$ cat config.mk
export PLATFORM = sky130hd
export DESIGN_NAME = corefifo_gray_bin_pipe_flat
export DESIGN_NICKNAME = d
export VERILOG_FILES = /design/src/rtl/corefifo_gray_bin_pipe_if.sv /design/src/rtl/corefifo_gray_bin_pipe.sv /design/src/flat_wrapper.sv
export SDC_FILE = /design/constraint.sdc
export NUM_CORES = 1
export LEC_CHECK = 0
export CORE_MARGIN = 2
export CORE_UTILIZATION = 54
export DETAILED_ROUTE_END_ITERATION = 8
export PLACE_DENSITY = 0.83
export SLEW_MARGIN = 20
export SYNTH_ARGS = -nofsm -noshare
export SYNTH_HDL_FRONTEND = slang
export SYNTH_SLANG_ARGS = --single-unit
$ cat constraint.sdc
create_clock -name clk -period 5.1 [get_ports clk]
set_clock_uncertainty 0.2 [all_clocks]
set_input_delay 0.51 -clock clk [delete_from_list [all_inputs] [get_ports clk]]
set_output_delay 0.51 -clock clk [all_outputs]
set_load 0.05 [all_outputs]
$ cat src/rtl/corefifo_gray_bin_pipe_if.sv
// rtl/corefifo_gray_bin_pipe_if.sv - handshake bundle for the Gray/binary pointer converter
// Input beat (valid/ready/dir/data) and output beat (valid/ready/data/dir) of one converter.
interface corefifo_gray_bin_pipe_if #(
  parameter int ADDRWIDTH = 3
);
  logic                 in_valid;
  logic                 in_ready;
  logic                 dir_sel;
  logic [ADDRWIDTH:0]   data_in;
  logic                 out_valid;
  logic                 out_ready;
  logic [ADDRWIDTH:0]   data_out;
  logic                 out_dir;

  modport master (
    output in_valid, dir_sel, data_in, out_ready,
    input  in_ready, out_valid, data_out, out_dir
  );

  modport slave (
    input  in_valid, dir_sel, data_in, out_ready,
    output in_ready, out_valid, data_out, out_dir
  );
endinterface

$ cat src/rtl/corefifo_gray_bin_pipe.sv
// rtl/corefifo_gray_bin_pipe.sv - pipelined handshaked Gray<->binary pointer converter
// Converts in stage 0, later stages only delay; optional Gray single-step checker on accept.
module corefifo_gray_bin_pipe #(
  parameter int ADDRWIDTH   = 3,
  parameter int PIPE_STAGES = 2,
  parameter int STEP_CHECK  = 1
) (
  input  logic                       clk,
  input  logic                       rstn,
  input  logic                       sync_clr,
  corefifo_gray_bin_pipe_if.slave    bus,
  output logic                       step_err,
  output logic [7:0]                 step_cnt
);

  localparam int W    = ADDRWIDTH + 1;
  localparam int LAST = PIPE_STAGES - 1;

  function automatic logic [W-1:0] gray2bin(input logic [W-1:0] g);
    logic [W-1:0] b;
    b[W-1] = g[W-1];
    for (int i = W - 2; i >= 0; i--) begin
      b[i] = b[i+1] ^ g[i];
    end
    return b;
  endfunction

  function automatic logic [W-1:0] bin2gray(input logic [W-1:0] b);
    return b ^ (b >> 1);
  endfunction

  logic [PIPE_STAGES-1:0] vld;
  logic [PIPE_STAGES-1:0] dir;
  logic [W-1:0]           data [PIPE_STAGES];
  logic                   adv;
  logic [W-1:0]           conv;

  // Whole pipe moves as one shift register; it only stalls when the output beat is stuck.
  assign adv          = !vld[LAST] || bus.out_ready;
  assign bus.in_ready = adv;
  assign conv         = bus.dir_sel ? bin2gray(bus.data_in) : gray2bin(bus.data_in);

  always_ff @(posedge clk or negedge rstn) begin
    if (!rstn) begin
      vld <= '0;
      dir <= '0;
      for (int k = 0; k < PIPE_STAGES; k++) begin
        data[k] <= '0;
      end
    end else if (adv) begin
      vld[0]  <= bus.in_valid;
      dir[0]  <= bus.dir_sel;
      data[0] <= conv;
      for (int k = 1; k < PIPE_STAGES; k++) begin
        vld[k]  <= vld[k-1];
        dir[k]  <= dir[k-1];
        data[k] <= data[k-1];
      end
    end
  end

  assign bus.out_valid = vld[LAST];
  assign bus.out_dir   = dir[LAST];
  assign bus.data_out  = data[LAST];

  generate
    if (STEP_CHECK != 0) begin : g_step
      logic [W-1:0] g_prev;
      logic [W-1:0] g_cur;
      logic         hist_vld;
      logic         accept;
      logic         bad_step;
      logic         err_q;
      logic [7:0]   cnt_q;

      // Both directions are judged in the Gray domain, where a healthy pointer moves one bit.
      assign g_cur    = bus.dir_sel ? bin2gray(bus.data_in) : bus.data_in;
      assign accept   = bus.in_valid && adv;
      assign bad_step = hist_vld && ($countones(g_cur ^ g_prev) != 1);

      always_ff @(posedge clk or negedge rstn) begin
        if (!rstn) begin
          g_prev   <= '0;
          hist_vld <= 1'b0;
          err_q    <= 1'b0;
          cnt_q    <= '0;
        end else if (sync_clr) begin
          err_q    <= 1'b0;
          cnt_q    <= '0;
          hist_vld <= accept;
          if (accept) begin
            g_prev <= g_cur;
          end
        end else if (accept) begin
          g_prev   <= g_cur;
          hist_vld <= 1'b1;
          if (bad_step) begin
            err_q <= 1'b1;
            if (cnt_q != 8'hFF) begin
              cnt_q <= cnt_q + 8'd1;
            end
          end
        end
      end

      assign step_err = err_q;
      assign step_cnt = cnt_q;
    end else begin : g_nostep
      assign step_err = 1'b0;
      assign step_cnt = '0;
    end
  endgenerate

endmodule

$ cat src/flat_wrapper.sv
// flat-port wrapper written by rule: the top's interface ports become plain ports
module corefifo_gray_bin_pipe_flat 
#(
  parameter int ADDRWIDTH   = 3,
  parameter int PIPE_STAGES = 2,
  parameter int STEP_CHECK  = 1
)
  (clk, rstn, sync_clr, step_err, step_cnt, bus_in_valid, bus_dir_sel, bus_data_in, bus_out_ready, bus_in_ready, bus_out_valid, bus_data_out, bus_out_dir);
  corefifo_gray_bin_pipe_if #(.ADDRWIDTH(ADDRWIDTH)) bus_i ();
  input  logic clk;
  input  logic rstn;
  input  logic sync_clr;
  output logic step_err;
  output logic [7:0] step_cnt;
  input wire logic [$bits(bus_i.in_valid)-1:0] bus_in_valid;
  input wire logic [$bits(bus_i.dir_sel)-1:0] bus_dir_sel;
  input wire logic [$bits(bus_i.data_in)-1:0] bus_data_in;
  input wire logic [$bits(bus_i.out_ready)-1:0] bus_out_ready;
  output wire logic [$bits(bus_i.in_ready)-1:0] bus_in_ready;
  output wire logic [$bits(bus_i.out_valid)-1:0] bus_out_valid;
  output wire logic [$bits(bus_i.data_out)-1:0] bus_data_out;
  output wire logic [$bits(bus_i.out_dir)-1:0] bus_out_dir;
  assign bus_i.in_valid = bus_in_valid;
  assign bus_i.dir_sel = bus_dir_sel;
  assign bus_i.data_in = bus_data_in;
  assign bus_i.out_ready = bus_out_ready;
  assign bus_in_ready = bus_i.in_ready;
  assign bus_out_valid = bus_i.out_valid;
  assign bus_data_out = bus_i.data_out;
  assign bus_out_dir = bus_i.out_dir;
  corefifo_gray_bin_pipe #(.ADDRWIDTH(ADDRWIDTH), .PIPE_STAGES(PIPE_STAGES), .STEP_CHECK(STEP_CHECK)) u_core (.clk(clk), .rstn(rstn), .sync_clr(sync_clr), .bus(bus_i), .step_err(step_err), .step_cnt(step_cnt));
endmodule
# Word-level counts from Yosys, hierarchy flattened
# Index checks and enable logic that the tools add are counted.
totals:
  register_bits: 26
  in_bits: 10
  output_inout_bits: 16
  wordCells: 39
classes:
  addsub: 4
  n_eq_ne: 2
  mux: 11
  n_bitwise: 5
  n_reduce_logical: 9
ops:
  columns: ["cell", "count"]
  rows:
  - ["$add A32 B32 Y32", 1]
  - ["$mux W8", 4]
  - ["$ne A32 B2 Y1 const B", 1]
  - ["$add A8 B1 Y8 const B", 1]
  - ["$mux W4", 2]
  - ["$ne A8 B8 Y1 const B", 1]
  - ["$reduce_bool A2 Y1", 3]
  - ["$mux W1", 5]
  - ["$add A1 B1 Y2", 2]
  - ["$xor A4 B3 Y4", 1]
  - ["$xor A4 B4 Y4", 1]
  - ["$reduce_and A3 Y1", 1]
  - ["$xor A1 B1 Y1", 3]
  - ["$logic_and A1 B1 Y1", 2]
  - ["$reduce_and A2 Y1", 1]
  - ["$logic_not A1 Y1", 1]
  - ["$logic_or A1 B1 Y1", 1]

# Depth between registers and ports, before layout
depth:
  depth_word: 10
  mapped_depth: 11
  mapped_depth_nobuf: 10

# Worst setup path after synthesis
# No wires, ideal clock.
synth_timing:
  path_kind: "input to register"
  startpoint: "in bus_data_in[3]"
  endpoint: "reg u_core.g_step.cnt_q[7] (netlist: u_core.step_cnt[7])"
  setup_time_ns: 0.136
  arrival_ns: 2.656
  t_required_ns: 4.764
  slack_ns: 2.109
  path_stages: 11
  path_buffers: 1
  path_cell_list: "nand2_1 xor2_1 xnor2_1 ha_1 ha_1 fa_1 or3b_1 nand4_4 buf_4 o41ai_1 a21oi_1"
synth_via:
  elab_chain_cells: 9
synth_rtl:
  columns: ["item", "line", "source"]
  rows:
  - ["from (decl)", "flat_wrapper.sv:17", "input wire logic [$bits(bus_i.data_in)-1:0] bus_data_in;"]
  - ["$xor A4 B3 Y4", "corefifo_gray_bin_pipe.sv:29", "return b ^ (b >> 1);"]
  - ["$mux W4 *", "corefifo_gray_bin_pipe.sv:77", "assign g_cur = bus.dir_sel ? bin2gray(bus.data_in) : bus.data_in;"]
  - ["$xor A4 B4 Y4 *", "corefifo_gray_bin_pipe.sv:79", "assign bad_step = hist_vld && ($countones(g_cur ^ g_prev) != 1);"]
  - ["$add A1 B1 Y2 (implied by the code) *", "corefifo_gray_bin_pipe.sv:79", null]
  - ["$add A32 B32 Y32 (implied by the code) *", "corefifo_gray_bin_pipe.sv:79", null]
  - ["$ne A32 B2 Y1 *", "corefifo_gray_bin_pipe.sv:79", null]
  - ["$logic_and A1 B1 Y1 *", "corefifo_gray_bin_pipe.sv:79", null]
  - ["$reduce_bool A2 Y1 (no source line) *", null, null]
  - ["$reduce_and A3 Y1 (no source line) *", null, null]
  - ["to (signal assigned)", "corefifo_gray_bin_pipe.sv:100", "cnt_q <= cnt_q + 8'd1;"]
  - ["to (decl)", "corefifo_gray_bin_pipe.sv:74", "logic [7:0] cnt_q;"]
# Every way passes the cells marked *; elsewhere a longest branch is shown, timed or not.
# A chain may end at the register's enable or synchronous reset.

# Worst setup path in the final report
# Ends and elaborated chain as after synthesis.

==> qor.yml <==
worst_setup_path:
  critical_path.slowest_cell: "clkdlybuf4s50_1"
  crit_chain: "clkdlybuf4s50_1 > nand2_1 > xor2_1 > xnor2_1 > ha_1 > ha_1 > fa_1 > or3b_1 > nand4_4 > or4_1 > a21oi_1"
  r2r_slack_ns: 2.13
  cpPeakStageDelay_ns: 0.62
  cp-start-kind: "input port"
  reg2reg_depth: 8
  reg2reg_from: "u_core.g_step.g_prev[2]$_DFFE_PN0P_"
  startpoint: "bus_data_in[3]"
  cp_common_cell: "ha_1"
  path_max_fanout: 14
  critPathCaptureType: "register"
  arrival_ns: 3.71
  critPathKind: "input port to register"
  required_ns: 5.14
  r2r-end: "u_core.step_cnt[7]$_DFFE_PN0P_"
cells_and_area:
  multiInputGateArea_sq_um: 623
  fin_nets: 175
  insertedDiodeCount: 0
  drive_above_1_share_pct: 6.29
  seqCellArea_sq_um: 651
  final_area_sq_mm: 0.00162
  final.fill_count: 210
  area_delta_synth_final_pct: 19.9
hold_path:
  worstHoldStart: "u_core.bus.data_out[2]$_DFFE_PN0N_"
  hold_depth: 2
  whs_endpoint: "u_core.bus.data_out[2]$_DFFE_PN0N_"
  hp-class: "register to register"
global_route:
  grt_max_degree: 27
  grt_pass1_vias: 1011
  grt.total_usage_pct: 20.8
  antenna_found_initial: 0
  grt_pass1_wl_microns: 4340
  grt_overflow: 0
synth:
  synth-async-reset-ratio_pct: 100
  synthesis.area_sq_mm: 0.00135
  ys_top_cells_by_area: "dfrtp_1 48%, nand2_1 8.9%, a21oi_1 4.1%"
  synth.most_common_cell: "nand2_1"
  synth.distinct_cells: 33
  synth_edf_count: 0
  yosysWarnings: 0
  ys_ff_latch: 26
  syn_inst: 138
  yosysSeqAreaShare_pct: 48.2
  yosysTopAreaCell: "dfrtp_1"
  synth_top_cell_area_share_pct: 48.2
  synthTopCellsByCount: "32 x nand2_1, 26 x dfrtp_1, 11 x a21oi_1"
  synth_ff_type: "dfrtp_1"
  synth_area_per_cell_sq_um: 9.78
  synth_nets: 153
timing:
  finalMaxSlewViolations: 0
  finalCriticalPeriod_ns: 3.67
  max_freq_ghz: 0.272
  worst_pin_slew_ns: 0.594
  finalSetupViolCount: 0
  slew_headroom_pct: 60.2
  hold_viol_final: 0
  setup_tns_ns: 0
  fin_crit_sh_pct: 72.0
  rsz0062_at_grt: "false"
placed_design:
  dpl-instance-area_sq_mm: 0.00158
  dp_hpwl_microns: 1970
  port_buffers: 25
  gp_congestion: 0.751
clocking:
  cts_buffers: 3
  clkLatencyLatePin_ns: 0.32
  htree_levels: 1
  cts_tree: "done"
  cts.clk_slew.worst_paths_ns: 0.14
  root_buffer: "clkbuf_4"
  cts_buffer_depth: 2
  cts.sinks: 26
die:
  die-width_microns: 54
  die_area_sq_mm: 0.00292
  core.rowCount: 18
  die_h_microns: 54
  initial_core_util_pct: 55.5
  pin_count: 26
  core_sq_mm: 0.00243
route:
  first_iter_violations: 33
  first_pass_iters: 4
  vias_per_cell: 5.60
  routed_wl_microns: 2650
  vias: 1059
  wl_per_cell_microns: 14.0
  post-route-drc-count: 0
  ant_nets: 0
flow_run:
  maxCapViolCount: 0
power_and_ir_drop:
  ir_worst_vdd_v: 0.000220
  powerDensity_mw_per_mm2: 348
  power_leakage_nw: 0.697
run_status:
  status: "completed"
## layer usage
layer | up-vias | part of all wire, % | track usage (%)
met2 | 29 | 52 | 36.0
li1 | 508 | - | -
met5 | - | 0 | 0
met1 | 516 | 43 | 26.5
met3 | 6 | 4.2 | 2.78
met4 | 0 | 1.4 | 7.50
## area by class of cell
class                   instances  share of cell area, %
repair buffers                 26                   15.8
multi-input cells              99                   38.5
flip-flops and latches         26                   40.2
clock buffers                   4                   2.24
well taps                      30                   2.32
inverters                       4                   1.00
## kinds of logic after synthesis
| logic type | synth area share (%) |
|---|---|
| mux | 0.834 |
| simple gates | 22.2 |
| compound gates | 10.2 |
| buf+inv | 5.65 |
| fa+ha+maj | 5.19 |
| xor+xnor | 7.78 |
| flops | 48.2 |
## flip-flops by register name, indices dropped and copies added, names as in the netlist
name	flops
u_core.bus.data_out	4
u_core.data	4
u_core.dir	2
u_core.g_step.g_prev	4
u_core.g_step.hist_vld	1
u_core.step_cnt	8
u_core.step_err	1
u_core.vld	2
## report_power, final
part | internal, mW | switching (mW)
sequential | 0.234 | 0.0189
combinational | 0.0785 | 0.129
clock | 0.0436 | 0.0591
total | 0.357 | 0.207
## through the flow
step | setup slack [ns] | instances | util, % | power, mW | hold WS, ns
finish | 1.43 | 189 | 66.6 | 0.564 | 0.281
global route | 1.27 | 189 | 66.6 | 0.599 | 0.293
CTS | 1.46 | 188 | 66.4 | 0.570 | 0.287
detailed placement | 1.12 | 184 | 64.9 | 0.467 | 0.256
global placement | 1.26 | 184 | 64.9 | 0.454 | 0.245
floorplan | 2.11 | 138 | - | 0.411 | 0.0144
## worst max path at each step
stage,end,cells after the start
4_1_cts,u_core.step_cnt[7]$_DFFE_PN0P_,11
5_1_grt,u_core.step_cnt[7]$_DFFE_PN0P_,11
3_3_place_gp,u_core.step_cnt[7]$_DFFE_PN0P_,11
3_5_place_dp,u_core.step_cnt[7]$_DFFE_PN0P_,11
2_1_floorplan,u_core.step_cnt[7]$_DFFE_PN0P_,11
6_report,u_core.step_cnt[7]$_DFFE_PN0P_,11
## critical path: cells and delay by family
family / cells / cell delay (ns)
adder cells (fa/ha/maj): 3 / 0.98
AO/OA/AOI/OAI: 1 / 0.18
buffers and inverters: 1 / 0.62
AND/OR/NAND/NOR: 4 / 1.01
XOR/XNOR: 2 / 0.40
## cells in the final DEF, fill, tap and decap left out, drive strengths merged, types with 3 or more instances in the layout
cell,count
xnor2,6
nand4,3
o31ai,4
a21oi,11
inv,3
or4,4
nor2,4
o21ai,7
clkdlybuf4s50,24
ha,4
xor2,6
nand2,32
clkbuf,4
nor2b,3
dfrtp,26
## timing repair
action                     in CTS  in global routing
gates resized for setup         0                  0
hold endpoints to repair        0                  3
hold buffers                    0                  1
setup buffers                   0                  0
setup endpoints to repair       0                  0
No activity file was read; power rests on OpenSTA's default activity.
==> RTL change 1, RTL diff (same settings) <==
Make the reset (`rstn`) synchronous in 2 clocked blocks.
--- a/src/rtl/corefifo_gray_bin_pipe.sv
+++ b/src/rtl/corefifo_gray_bin_pipe.sv
@@ -40,7 +40,7 @@
   assign bus.in_ready = adv;
   assign conv         = bus.dir_sel ? bin2gray(bus.data_in) : gray2bin(bus.data_in);
 
-  always_ff @(posedge clk or negedge rstn) begin
+  always_ff @(posedge clk) begin
     if (!rstn) begin
       vld <= '0;
       dir <= '0;
@@ -78,7 +78,7 @@
       assign accept   = bus.in_valid && adv;
       assign bad_step = hist_vld && ($countones(g_cur ^ g_prev) != 1);
 
-      always_ff @(posedge clk or negedge rstn) begin
+      always_ff @(posedge clk) begin
         if (!rstn) begin
           g_prev   <= '0;
           hist_vld <= 1'b0;
Function: differs if rstn is asserted again (counterexample within 4 cycles, from zero or initial values and one cycle with rstn low); with rstn held inactive, the same outputs for 10 cycles.
==> RTL change 1 against the unedited design <==
- setup slack improved by 0.093 ns
- final area decreased by 1.1%
- fmax increased by 2.6%
- global-route usage decreased by 2.3 points
- sequential share of layout area decreased by 2.7 points
- area after synthesis decreased by 2.0%
- register-to-register slack improved by 0.13 ns
- sequential cell count unchanged
- hold slack got worse by 0.0015 ns
- wire length decreased by 14%
- critical path type unchanged
- critical endpoint is now u_core.step_cnt[7]
- highest routed layer unchanged
Power is not compared: it rests on default switching activity, and its combinational part moved more than twofold at a synthesized area within 25%.
==> RTL change 1: results (changes against the unedited design) <==
* Via count at 996 (was 1059)
* Routed Wire Length at 2270 um (was 2650 um)
* Initial antenna violation count at 0 (unchanged)
* Wire length on met3 at 79 um (was 110 um)
* Seq/Total Area, Yosys at 45.4% (was 48.2%)
* CTS Buf Count at 3 (unchanged)
* Synth area leaders: dfxtp_1 27%, edfxtp_1 18%, nand2_1 4.3%, xor2_1 4.0%, ha_1 3.8% (was dfrtp_1 48%, nand2_1 8.9%, a21oi_1 4.1%, xnor2_1 3.9%, xor2_1 3.9%)
* DRT iter0 DRCs at 14 (was 33)
* Crit path max fanout at 15 (was 14)
* Ant diodes at 0 (unchanged)
* Worst-Margin Slew at 0.544 ns (was 0.594 ns)
* Yosys cell types at 38 (was 33)
* Clock Pin Slew Worst Setup and Hold Paths at 0.14 ns (about the same)
* Met1 wire length at 1080 um (was 1130 um)
* Uppermost layer routed: met4 (unchanged)
* Largest net degree at the start of global routing at 19 (was 27)
* Vias in the first global route at 852 (was 1011)
* IR drop worst, VDD at roughly 0.2 mV
* Gpl congestion at 0.737 (was 0.751)
* H-Tree Depth at 1 (unchanged)
* Hold crit path type: reg2reg (unchanged)
* Worst R2R Start: u_core.g_step.g_prev[3] (was u_core.g_step.g_prev[2])
* First-pass DRT Iterations at 4 (unchanged)
* Post-synth EDFFs at 8 (was 0)
* Crit path launch: bus_data_in[3] (unchanged)
* Post-DP HPWL at 1690 um (was 1970 um)
* Hold path startpoint: u_core.dir[1] (was u_core.bus.data_out[2])
* Worst path slowest cell: clkdlybuf4s50_1 (unchanged)
* Insertion delay to the later sink of the worst-skew pair at approximately 0.33 ns
* Overall Global Routing Usage at 18.5% (was 20.8%)
* # Post-CTS Setup Buffers at 0 (unchanged)
* Family with the most delay on the worst path: simple AND/OR/NAND/NOR gates (unchanged)
* Root buf cell: clkbuf_4 (unchanged)
* Final layout net count at 167 (was 175)
* Longest Clk Path Bufs at 2 (unchanged)
* DP Area at 0.00155 mm2 (was 0.00158 mm2)
* Met2 wire len at 1080 um (was 1370 um)
* Yosys warning count at 0 (unchanged)
* Cts repair resizes at 0 (unchanged)
* I/O Buffers at 25 (unchanged)
* Share of cells above drive strength 1 at 5.96% (was 6.29%)
* Status: completed (unchanged)
* Top post-synthesis cells by count: 18 x dfxtp_1, 15 x nand2_1, 9 x a21oi_1 (was 32 x nand2_1, 26 x dfrtp_1, 11 x a21oi_1)
* First-pass GRT wire length at 3720 um (was 4340 um)
* Worst EP arrival at 3.64 ns (was 3.71 ns)
* Async set-reset flop share out of synthesis at 0% (was 100%)
* Syn nets at 146 (was 153)
* Prevailing post-synth register cell: dfxtp_1 (was dfrtp_1)
* Leakage at between 0.6 and 0.7 nW
* CTS hold repair buffers at 0 (unchanged)
==> RTL change 1: logic make-up after synthesis <==
| kind of cell | count (synthesis) | synth area share [%] |
|---|---|---|
| xor gates and xnor gates | 11 | 7.28 |
| adders and majority gates | 5 | 5.30 |
| DFF | 26 | 45.4 |
| muxes | 1 | 0.757 |
| and+or+nand+nor | 51 | 22.8 |
| AOI/OAI and AO/OA | 26 | 13.4 |
| buffers and inverters | 11 | 5.01 |
==> RTL change 1: worst min-delay path, stage by stage (launching register included) <==
cell and delay (ns):
dfxtp_1 0.34, nand2_1 0.05, a21boi_0 0.06
==> RTL change 1: power breakdown <==
group | switching (mW) | leakage (nW) | total, mW | internal, mW
registers | 0.00495 | 0.241 | 0.230 | 0.225
logic | 0.0539 | 0.332 | 0.0947 | 0.0409
clock network | 0.0626 | 0.0279 | 0.142 | 0.0795
==> RTL change 1: worst paths after layout <==
check,cells past startpoint,slack (ns),endpoint
setup reg to reg,8,2.26,u_core.step_cnt[7]
setup / recovery,11,1.52,u_core.step_cnt[7]
hold reg to reg,2,0.28,u_core.dir[1]
hold / removal,2,0.28,u_core.dir[1]
==> RTL change 1: stage by stage <==
step           cells  worst slack, ns  util, %
3_3_place_gp     175             1.31     68.7
6_report         179             1.52     71.0
3_5_place_dp     175             1.18     68.7
2_1_floorplan    131             2.11        -
4_1_cts          179             1.53     71.0
5_1_grt          179             1.35     71.0
==> RTL change 1: cell type report <==
class,count,area (um2)
inverter,2,7.51
timing repair buffer,25,250
tap,28,35.0
fill,193,653
sequential,26,601
multi-input combinational,94,656
clock inverter,1,30.0
clock buffer,3,22.5
==> RTL change 1: metal layers <==
metal,vias to the layer above,global-route usage [%]
met3,4,3.39
met5,-,0
met4,0,8.97
met1,462,22.7
met2,22,30.9
li1,508,-
==> RTL change 2, RTL diff (same flow settings) <==
Made on the original files. `PIPE_STAGES` is set to 2 in 2 places; all go to 4.
--- a/src/rtl/corefifo_gray_bin_pipe.sv
+++ b/src/rtl/corefifo_gray_bin_pipe.sv
@@ -2,7 +2,7 @@
 // Converts in stage 0, later stages only delay; optional Gray single-step checker on accept.
 module corefifo_gray_bin_pipe #(
   parameter int ADDRWIDTH   = 3,
-  parameter int PIPE_STAGES = 2,
+  parameter int PIPE_STAGES = 4,
   parameter int STEP_CHECK  = 1
 ) (
   input  logic                       clk,
--- a/src/flat_wrapper.sv
+++ b/src/flat_wrapper.sv
@@ -2,7 +2,7 @@
 module corefifo_gray_bin_pipe_flat 
 #(
   parameter int ADDRWIDTH   = 3,
-  parameter int PIPE_STAGES = 2,
+  parameter int PIPE_STAGES = 4,
   parameter int STEP_CHECK  = 1
 )
   (clk, rstn, sync_clr, step_err, step_cnt, bus_in_valid, bus_dir_sel, bus_data_in, bus_out_ready, bus_in_ready, bus_out_valid, bus_data_out, bus_out_dir);
Check against the original RTL: not equivalent (Yosys sat finds a counterexample within 4 cycles, from zero or initial values and one cycle with rstn low).
==> RTL change 2 against the unedited design <==
- sequential cell count increased by 12
- wire length increased by 16%
- combinational power increased by 110%
- fmax increased by 2.2%
- area after synthesis increased by 32%
- final area increased by 29%
- synthesized cell count increased by 36%
- setup slack improved by 0.080 ns
- power increased by 93%
- largest power group unchanged
==> RTL change 2: results (changes against the unedited design) <==
* Largest net degree at the start of global routing at 39 (was 27)
* Via count at 1318 (was 1059)
* Gpl congestion at 0.760 (was 0.751)
* Grt met3 use at 5.04% (was 2.78%)
* Crit path max fanout at 11 (was 14)
* Final layout net count at 224 (was 175)
* CTS Buf Count at 5 (was 3)
* Leakage at 0.968 nW (was 0.697 nW)
* Worst path slowest cell: or4_1 (was clkdlybuf4s50_1)
* Vias per Instance at 5.19 (was 5.60)
* Max reg flops at 12 (was 8)
* Reg2reg end: u_core.step_cnt[3] (was u_core.step_cnt[7])
* Slowest stage delay, CP at 0.59 ns (was 0.62 ns)
* Internal at 0.662 mW (was 0.357 mW)
* Place WS at 1.16 ns (was 1.12 ns)
* Hold Worst Slack at 0.0599 ns (was 0.281 ns)
* Status: completed (unchanged)
* Hold crit path type: in2async (was reg2reg)
* First-pass GRT wire length at 5310 um (was 4340 um)
* Share of cells above drive strength 1 at 6.67% (was 6.29%)
* Worst EP arrival at 3.65 ns (was 3.71 ns)
* Met1 Use GR at 24.9% (was 26.5%)
* Synth Area per Inst at 9.50 um2 (was 9.78 um2)
* Met2 wire len at 1590 um (was 1370 um)
* DP Area at 0.00202 mm2 (was 0.00158 mm2)
* Non-clock buffer share at 11.7% (was 15.8%)
* Synth area leaders: dfrtp_1 54%, nand2_1 15%, xnor2_1 3.0%, xor2_1 3.0%, ha_1 2.8% (was dfrtp_1 48%, nand2_1 8.9%, a21oi_1 4.1%, xnor2_1 3.9%, xor2_1 3.9%)
* Final Cell Area at 0.00209 mm2 (was 0.00162 mm2)
* Syn nets at 202 (was 153)
* H-Tree Depth at 2 (was 1)
* Final clock-cell share at 3.70% (was 2.24%)
* Fillers at 269 (was 210)
* Post-synthesis mux area share at 1.27% (was 0.834%)
* IR drop worst, VDD at 0.237 mV (was 0.220 mV)
* M2 GR Usage at 31.9% (was 36.0%)
* Non-clk invs at 3 (was 4)
* Multi-input combinational area share at 35.8% (was 38.5%)
* Wire length on met3 at 119 um (was 110 um)
* Worst R2R Start: u_core.g_step.g_prev[3] (was u_core.g_step.g_prev[2])
* Vias in the first global route at 1219 (was 1011)
* DRT iter0 DRCs at 54 (was 33)
* Multi-Input Combinational at 136 (was 99)
* Top post-synthesis cells by count: 70 x nand2_1, 38 x dfrtp_1, 8 x a21oi_1, 8 x nor2_1, 7 x o21ai_0 (was 32 x nand2_1, 26 x dfrtp_1, 11 x a21oi_1)
* Overall Global Routing Usage at 19.3% (was 20.8%)
* Met1 wire length at 1330 um (was 1130 um)
RTL change 2: cell types whose count changed after synthesis, moves of 2 or more:
cell / change
dfrtp_1: +12
clkbuf_1: +3
nand2_1: +38
o31ai_1: -2
nor2_1: +4
a21oi_1: -3
RTL change 2: power by group through the flow:
stage	clock, mW	sequential, mW	combinational (mW)
CTS	0.203	0.459	0.441
global placement	0	0.457	0.418
finish	0.197	0.458	0.435
floorplan	0	0.503	0.295
global route	0.220	0.472	0.481
detailed placement	0	0.466	0.435
RTL change 2: worst max path at each step:
| stage | to | start | cells past startpoint |
|---|---|---|---|
| final | u_core.step_cnt[3] | bus_data_in[3] | 11 |
| after CTS | u_core.step_cnt[5] | bus_data_in[3] | 11 |
| after floorplan | u_core.step_cnt[5] | bus_data_in[3] | 11 |
| after detailed placement | u_core.step_cnt[5] | bus_data_in[3] | 11 |
| after global placement | u_core.step_cnt[5] | bus_data_in[3] | 11 |
| after global routing | u_core.step_cnt[5] | bus_data_in[3] | 11 |
